`config.mk`:
```
export PLATFORM = sky130hd
export DESIGN_NAME = bin_to_bcd_seq
export DESIGN_NICKNAME = d
export VERILOG_FILES = /design/src/rtl/bcd_pkg.sv /design/src/rtl/dabble_step.sv /design/src/rtl/bin_to_bcd_seq.sv
export SDC_FILE = /design/constraint.sdc
export NUM_CORES = 1
export LEC_CHECK = 0
export BUFFER_PORTS_ARGS = -buffer_cell sky130_fd_sc_hd__buf_4
export CORE_AREA = 4 4 61 74
export CTS_CLUSTER_DIAMETER = 50
export DETAILED_ROUTE_END_ITERATION = 8
export DIE_AREA = 0 0 65 78
export PLACE_DENSITY = 0.79
export SYNTH_ARGS = -nofsm -noshare
export SYNTH_HDL_FRONTEND = slang
export SYNTH_HIERARCHICAL = 1
export SYNTH_SLANG_ARGS = --single-unit
```
`constraint.sdc`:
```
create_clock -name clk -period 1.4 [get_ports clk]
set_clock_uncertainty 0.15 [all_clocks]
set_input_delay 0.07 -clock clk [delete_from_list [all_inputs] [get_ports clk]]
set_output_delay 0.07 -clock clk [all_outputs]
set_load 0.01 [all_outputs]
```
`src/rtl/bcd_pkg.sv`:
```
// Shared definitions for the sequential binary-to-BCD converter: state
// encoding, default sizing and the minimum-digit helper used to reject
// undersized configurations at elaboration.
package bcd_pkg;

    typedef enum logic {
        ST_IDLE  = 1'b0,
        ST_SHIFT = 1'b1
    } state_t;

    localparam int DEFAULT_WIDTH  = 8;
    localparam int DEFAULT_DIGITS = 3;

    // Number of decimal digits needed to show 2^width-1.
    function automatic int min_digits(input int width);
        longint unsigned maxv;
        int              n;
        maxv = (64'd1 << width) - 64'd1;
        n    = 1;
        for (int i = 0; i < 20; i++) begin
            if (maxv >= 64'd10) begin
                maxv = maxv / 64'd10;
                n    = n + 1;
            end
        end
        return n;
    endfunction

endpackage

```
`src/rtl/dabble_step.sv`:
```
// One double-dabble iteration: add-3 correction on every BCD digit that is
// 5 or more, then a 1-bit left shift of {acc, sr}. Purely combinational.
module dabble_step #(
    parameter int WIDTH  = 8,
    parameter int DIGITS = 3
) (
    input  logic [4*DIGITS-1:0] acc,
    input  logic [WIDTH-1:0]    sr,
    output logic [4*DIGITS-1:0] acc_next,
    output logic [WIDTH-1:0]    sr_next
);

    localparam int BW = 4 * DIGITS;

    logic [BW-1:0] corr;
    // The top bit of the corrected scratch falls off the shift; for legal
    // inputs it is always zero.
    logic          unused_msb;

    generate
        for (genvar gi = 0; gi < DIGITS; gi++) begin : g_digit
            // Digits of 5..9 would carry past 9 after doubling; pre-add 3.
            always_comb begin
                if (acc[4*gi +: 4] >= 4'd5) begin
                    corr[4*gi +: 4] = acc[4*gi +: 4] + 4'd3;
                end else begin
                    corr[4*gi +: 4] = acc[4*gi +: 4];
                end
            end
        end
    endgenerate

    assign {unused_msb, acc_next, sr_next} = {corr, sr, 1'b0};

endmodule

```
`src/rtl/bin_to_bcd_seq.sv`:
```
// Sequential double-dabble binary-to-BCD converter, one shift per clock,
// with a start/busy/done handshake. The result register holds the last
// conversion until the next one completes.
// Optional build macro BCD_AUTO_START_EN: restarts a conversion on its own
// whenever the input differs from the last accepted value (and once after
// reset), so the output tracks bin without an external start.
module bin_to_bcd_seq
    import bcd_pkg::*;
#(
    parameter int WIDTH  = DEFAULT_WIDTH,
    parameter int DIGITS = DEFAULT_DIGITS
) (
    input  logic                clk,
    input  logic                rst_n,
    input  logic [WIDTH-1:0]    bin,
    input  logic                start,
    output logic [4*DIGITS-1:0] bcd,
    output logic                busy,
    output logic                done
);

    localparam int BW = 4 * DIGITS;
    localparam int CW = $clog2(WIDTH + 1);
    localparam logic [CW-1:0] LAST = CW'(WIDTH - 1);

    generate
        if (WIDTH < 1 || WIDTH > 16) begin : g_bad_width
            $error("bin_to_bcd_seq: WIDTH must be 1..16");
        end
        if (DIGITS < min_digits(WIDTH)) begin : g_bad_digits
            $error("bin_to_bcd_seq: DIGITS too small for WIDTH");
        end
    endgenerate

    state_t          state_reg, state_next;
    logic [WIDTH-1:0] sr_reg, sr_next;
    logic [BW-1:0]   acc_reg, acc_next;
    logic [CW-1:0]   cnt_reg, cnt_next;
    logic [BW-1:0]   bcd_reg, bcd_next;
    logic            done_reg, done_next;

    logic [BW-1:0]   step_acc;
    logic [WIDTH-1:0] step_sr;

    logic            go;
    logic [WIDTH-1:0] load_val;

    dabble_step #(
        .WIDTH  (WIDTH),
        .DIGITS (DIGITS)
    ) u_step (
        .acc      (acc_reg),
        .sr       (sr_reg),
        .acc_next (step_acc),
        .sr_next  (step_sr)
    );

`ifdef BCD_AUTO_START_EN
    logic [WIDTH-1:0] bin_q_reg;
    logic [WIDTH-1:0] last_reg;
    logic             first_reg;

    // Sample bin every cycle and remember what the last conversion used.
    always_ff @(posedge clk or negedge rst_n) begin
        if (!rst_n) begin
            bin_q_reg <= '0;
            last_reg  <= '0;
            first_reg <= 1'b1;
        end else begin
            bin_q_reg <= bin;
            first_reg <= 1'b0;
            if (state_reg == ST_IDLE && go) begin
                last_reg <= load_val;
            end
        end
    end

    // An explicit start loads the live input; a self-start loads the sample.
    always_comb begin
        go       = start || first_reg || (bin_q_reg != last_reg);
        load_val = start ? bin : bin_q_reg;
    end
`else
    // Conversions begin only on the external request.
    always_comb begin
        go       = start;
        load_val = bin;
    end
`endif

    // Next-state and datapath selection for the IDLE/SHIFT controller.
    always_comb begin
        state_next = state_reg;
        sr_next    = sr_reg;
        acc_next   = acc_reg;
        cnt_next   = cnt_reg;
        bcd_next   = bcd_reg;
        done_next  = 1'b0;
        case (state_reg)
            ST_IDLE: begin
                if (go) begin
                    sr_next    = load_val;
                    acc_next   = '0;
                    cnt_next   = '0;
                    state_next = ST_SHIFT;
                end
            end
            ST_SHIFT: begin
                sr_next  = step_sr;
                acc_next = step_acc;
                cnt_next = cnt_reg + 1'b1;
                if (cnt_reg == LAST) begin
                    bcd_next   = step_acc;
                    done_next  = 1'b1;
                    state_next = ST_IDLE;
                end
            end
            default: state_next = ST_IDLE;
        endcase
    end

    // State and datapath registers; reset discards any conversion in flight.
    always_ff @(posedge clk or negedge rst_n) begin
        if (!rst_n) begin
            state_reg <= ST_IDLE;
            sr_reg    <= '0;
            acc_reg   <= '0;
            cnt_reg   <= '0;
            bcd_reg   <= '0;
            done_reg  <= 1'b0;
        end else begin
            state_reg <= state_next;
            sr_reg    <= sr_next;
            acc_reg   <= acc_next;
            cnt_reg   <= cnt_next;
            bcd_reg   <= bcd_next;
            done_reg  <= done_next;
        end
    end

    assign bcd  = bcd_reg;
    assign done = done_reg;
    assign busy = (state_reg == ST_SHIFT);

endmodule
```
Word-level counts from Yosys, hierarchy flattened
Cells that the tools add are included.
{"block": "totals", "ff_bits": 38, "in_bits": 11, "output_inout_bits": 14, "word_cells": 31}
{"block": "classes", "addsub": 4, "magnitude_cmp": 3, "eq_ne": 2, "mux": 14, "n_bitwise": 1, "reduce_logical": 1}
{"operator": "12-bit one-hot mux with 2 select lines", "n": 1}
{"operator": "8-bit one-hot mux with 2 select lines", "n": 1}
{"operator": "4-bit by 3-bit greater-or-equal comparator with 1-bit output (second input constant)", "n": 3}
{"operator": "12-bit two-way mux", "n": 1}
{"operator": "4-bit two-way mux", "n": 3}
{"operator": "4-bit by 2-bit adder with 4-bit output (second input constant)", "n": 2}
{"operator": "8-bit two-way mux", "n": 1}
{"operator": "4-bit one-hot mux with 2 select lines", "n": 1}
{"operator": "4-bit by 1-bit adder with 4-bit output (second input constant)", "n": 1}
{"operator": "4-bit by 3-bit equality test with 1-bit output (second input constant)", "n": 1}
{"operator": "1-bit two-way mux", "n": 4}
{"operator": "3-bit by 2-bit adder with 3-bit output (second input constant)", "n": 1}
{"operator": "3-bit two-way mux", "n": 1}
{"operator": "2-bit inequality test (second input constant)", "n": 1}
{"operator": "1-bit one-hot mux with 2 select lines", "n": 1}
{"operator": "2-bit AND reduction", "n": 1}
{"operator": "1-bit NOT", "n": 1}

Logic depth before layout (Yosys ltp)
{"block": "depth", "depth_word": 3, "mapped_depth": 6, "depth_no_buf": 6}

Modules after synthesis
The synthesis kept the hierarchy.
{"mod": "bin_to_bcd_seq", "n_inst": 1, "cells_each": 108, "area_each_um2": 1536.5, "seq_area_each_um2": 950.9}
{"mod": "dabble_step", "n_inst": 1, "cells_each": 54, "area_each_um2": 355.3, "seq_area_each_um2": 0.0}

Worst setup path before layout
Ideal clock, no wire load.
{"block": "synth_timing", "path_type": "flip-flop to flip-flop", "start": "register acc_reg[4]", "end": "register bcd_reg[6], in the netlist bcd[6]", "setup_ns": 0.125, "arrival_time_ns": 1.292, "required_ns": 1.125, "setup_slack_ns": -0.167, "stages_incl_launch_ff": 6, "path_buffers": 0, "period_less_slack_ns": 1.567, "path_cell_list": "dfrtp_1 > ha_1 > nand2b_1 > a21oi_2 > mux2i_1 > mux2_4"}
{"block": "synth_via", "elab_chain_len": 2, "word_cells_on_any_way": 3, "cone_classes": "add/sub: 1; order compare: 1; mux: 1"}
{"item": "from (decl)", "line_no": "bin_to_bcd_seq.sv:37", "text": "logic [BW-1:0] acc_reg, acc_next;"}
{"item": "from (signal assigned)", "line_no": "bin_to_bcd_seq.sv:134", "text": "acc_reg <= acc_next;"}
{"item": "4-bit by 2-bit adder with 4-bit output or 4-bit by 3-bit greater-or-equal comparator with 1-bit output (tied branches)", "line_no": "dabble_step.sv:25, dabble_step.sv:24"}
{"item": "4-bit two-way mux (*)", "line_no": "dabble_step.sv:24", "text": "if (acc[4*gi +: 4] >= 4'd5) begin"}
{"item": "net step_acc[6]", "line_no": "bin_to_bcd_seq.sv:42", "text": "logic [BW-1:0] step_acc;"}
{"item": "to (signal assigned)", "line_no": "bin_to_bcd_seq.sv:136", "text": "bcd_reg <= bcd_next;"}
{"item": "to (decl)", "line_no": "bin_to_bcd_seq.sv:39", "text": "logic [BW-1:0] bcd_reg, bcd_next;"}
The timed path passes the listed nets; every way through them passes the cells marked *.
A chain may end at the register's enable or synchronous reset.

Final worst setup path
{"block": "layout_timing", "start": "register acc_reg[4]", "end": "register acc_reg[6]"}
{"block": "layout_via", "elab_chain_len": 3, "word_cells_on_any_way": 4, "cone_classes": "add/sub: 1; order compare: 1; mux: 2"}
{"item": "4-bit by 2-bit adder with 4-bit output or 4-bit by 3-bit greater-or-equal comparator with 1-bit output (tied branches)", "line_no": "dabble_step.sv:25, dabble_step.sv:24"}
{"item": "4-bit two-way mux (*)", "line_no": "dabble_step.sv:24"}
{"item": "net step_acc[6]", "line_no": "bin_to_bcd_seq.sv:42"}
{"item": "12-bit one-hot mux with 2 select lines (*)", "line_no": "bin_to_bcd_seq.sv:99", "text": "case (state_reg)"}
Marked as above.

==> results by group <==
Placement
  • Cell area after placement: 2232 µm²
  • Pre-CTS WS: -0.2086 ns
  • Post-DP HPWL: 2.649 mm
  • Buffers added on ports: 24
  • Placer congestion estimate: 0.7959
  • Placed cell count: ~240

STA
  • Period minus WS final: ~1.6 ns
  • Max-slew violation count: 0
  • RSZ-0062 raised after global routing: true
  • Fin crit share: 116.5%
  • Total negative slack: -2.909 ns
  • Max Clk Rate: roughly 0.61 GHz
  • Final hold vios: 0
  • Setup violators final: 22
  • Worst Setup Slack, final: -0.2303 ns

Layout
  • Non-Filler Instances: 270
  • Fill count: about 280
  • Layout cell share with drive strength beyond 1: between 40% and 50%
  • Non-Filler Cell Area, Final: 2683 µm²
  • Post-layout util: between 60% and 70%
  • Final #Nets: between 200 and 250
  • Synth-to-Final Area Change: 41.80%
  • N_diodes: 0

Synthesis
  • Post-synth top area share: around 50%
  • Synth Instances: 162
  • Commonest cells in the synthesized netlist: dfrtp_1 (38), nand2_1 (20), a22o_1 (14)
  • Leading register cell type out of synthesis: dfrtp_1
  • EDFF count, synth: 0
  • Register area share after synthesis: between 50 and 60%
  • Syn_nets: between 150 and 200
  • Ys async rst share: 100.0%
  • Synth Area per Inst: approximately 12 µm²
  • Synth unique cells: 23
  • Synth area leaders: dfrtp_1 (50%), mux2_4 (7.1%), a22o_1 (6.5%)
  • Top-count cell post-synth: dfrtp_1
  • Area of the mapped netlist: approximately 1900 µm²
  • #FFs+latches synth: 38
  • Largest area contributor in the netlist: dfrtp_1
  • Synth warn: 6

Worst setup path
  • Peak fanout along the critical path: 3
  • Required @ worst endpoint: 1.49 ns
  • Crit. End Element: flop
  • Critical path class: flop to flop
  • Slowest cell on the critical path: dfrtp_1
  • Critical R2R Capture: acc_reg[6]$_DFFE_PN0P_
  • RR Startpoint: acc_reg[4]$_DFFE_PN0P_
  • Path depth of the worst reg2reg path: 5
  • CP max stage delay: 0.44 ns
  • Flop2flop setup slack: -0.23 ns
  • Crit-path cells: ha_4 -> nand2b_4 -> a21oi_4 -> mux2i_2 -> a22o_1
  • Worst Path Arrival: 1.72 ns
  • CP startpoint kind: flop

Outcome
  • Failing checks: negative setup slack
  • Run status: finished with violations

Die
  • Rows: 25
  • Core ar.: approximately 3800 µm²
  • Die H: 78 µm
  • Die area: roughly 5100 µm²
  • Die W: 65 µm
  • Top Ports: 25
  • Initial core utilization: just under 50%

CTS
  • CTS root buf: clkbuf_8
  • CTS tree: done
  • Total CTS buffers: 5
  • Later-pin clock latency in the skew report: 0.30 ns
  • Clock-pin transition on the worst setup and hold timing paths: roughly 0.070 ns
  • Clk buf depth: 2
  • CTS sink cnt: 38
  • CTS H-tree depth: 2

Power
  • Pwr Density: around 2500 nW/µm²
  • VDD IR-drop max: 0.0009678 V
  • Lkg Pwr: roughly 0.0013 µW

Min path
  • Worst hold path class: input pin to asynchronous set/reset pin

Route
  • Routed WL: 4.396 mm
  • Drt first pass iters: 4
  • Via density: 5.044
  • ANT nets after route: 0
  • DR WL/cell: 16.28 µm
  • Post-route DRC violation count: 0
  • Initial DRC count: 56
  • DR vias: approximately 1400

Global route
  • GRT Util Overall: between 15 and 20%
  • Initial antenna violation count: 0
  • Number of global-route vias before repair: between 1500 and 2000
  • First-pass GRT wire length: between 7 and 8 mm
  • Largest net degree at the start of global routing: 39
  • GRT overflow: 0

Flow run
  • Max-cap viol count: 0
[repair_timing]
action	4_1_cts	5_1_grt
gates cloned	1	0
setup endpoints to repair	23	25
hold buffers	10	0
pin swaps	10	10
setup buffers	7	3
resized for setup	26	9
hold endpoints to repair	47	0
[where the power goes]
group	switching, µW	internal [µW]
combinational	1690	2250
clock	380	397
sequential	474	1630
total	2540	4280
[kinds of logic (layout without fill, tap and decap cells)]
group	count (synthesis)	in the layout	share of synthesized area, %
buf+inv	23	77	7.077
xor+xnor	5	5	2.315
flops	38	38	50.26
mux	24	24	15.28
other cells	1	1	0.1982
compound gates	30	30	11.31
fa+ha+maj	7	7	4.629
simple gates	34	34	8.928
[routing by layer]
layer	global-route usage, %	routed length [µm]	vias to the layer above
met5	0	0	-
met4	7.400	136	0
met3	5.065	182	13
met2	35.52	2457	38
met1	20.62	1619	663
li1	-	-	648
[cells in the final DEF, fill, tap and decap left out, types with 3 or more instances in the layout]
cell / synthesis / final
buf_6: 1 / 4
inv_2: 0 / 6
nand2b_1: 7 / 3
dlygate4sd3_1: 0 / 10
nand2b_4: 0 / 4
dfrtp_1: 38 / 38
o21ai_0: 11 / 8
nand2_1: 20 / 19
clkbuf_8: 0 / 6
mux2i_2: 0 / 3
xnor2_2: 0 / 3
ha_4: 0 / 6
mux2_4: 9 / 10
buf_4: 10 / 46
mux2i_1: 12 / 9
a22o_1: 14 / 14
nor2_2: 1 / 3
a21oi_4: 0 / 3
[worst max-delay path: cells and delay by family, from the launching register on]
kind	cells	cell delay, ns
fa+ha+maj	1	0.18
mux	1	0.29
compound gates	2	0.37
flops	1	0.44
simple gates	1	0.15
[layout make-up]
| cell class | instances | area, µm² | area share, % |
|---|---|---|---|
| tap | 54 | 67.56 | 2.519 |
| multi-input combinational | 101 | 1008 | 37.59 |
| inverter | 7 | 26.28 | 0.9795 |
| clock inverter | 1 | 5.005 | 0.1866 |
| sequential | 38 | 950.9 | 35.45 |
| timing repair buffer | 62 | 538.0 | 20.06 |
| clock buffer | 7 | 86.33 | 3.218 |
[through the flow]
step | hold WS [ns] | power [µW]
after CTS | 0.1503 | 6567
after global placement | -0.09579 | 4907
after floorplan | -0.3756 | 4223
final | 0.1220 | 6828
after global routing | 0.1638 | 7278
after detailed placement | -0.08732 | 5135
[worst max-delay path by stage]
stage                      startpoint                      end  slack (ns)
2_1_floorplan  acc_reg[4]$_DFFE_PN0P_       bcd[6]$_DFFE_PN0P_        -0.1
3_3_place_gp   cnt_reg[1]$_DFFE_PN0P_       bcd[7]$_DFFE_PN0P_       -0.11
3_5_place_dp   acc_reg[9]$_DFFE_PN0P_      bcd[10]$_DFFE_PN0P_       -0.21
4_1_cts        acc_reg[9]$_DFFE_PN0P_  acc_reg[10]$_DFFE_PN0P_       -0.20
5_1_grt        acc_reg[4]$_DFFE_PN0P_   acc_reg[6]$_DFFE_PN0P_       -0.28
6_report       acc_reg[4]$_DFFE_PN0P_   acc_reg[6]$_DFFE_PN0P_       -0.23
Note: power is estimated with default switching activity, not from simulation.
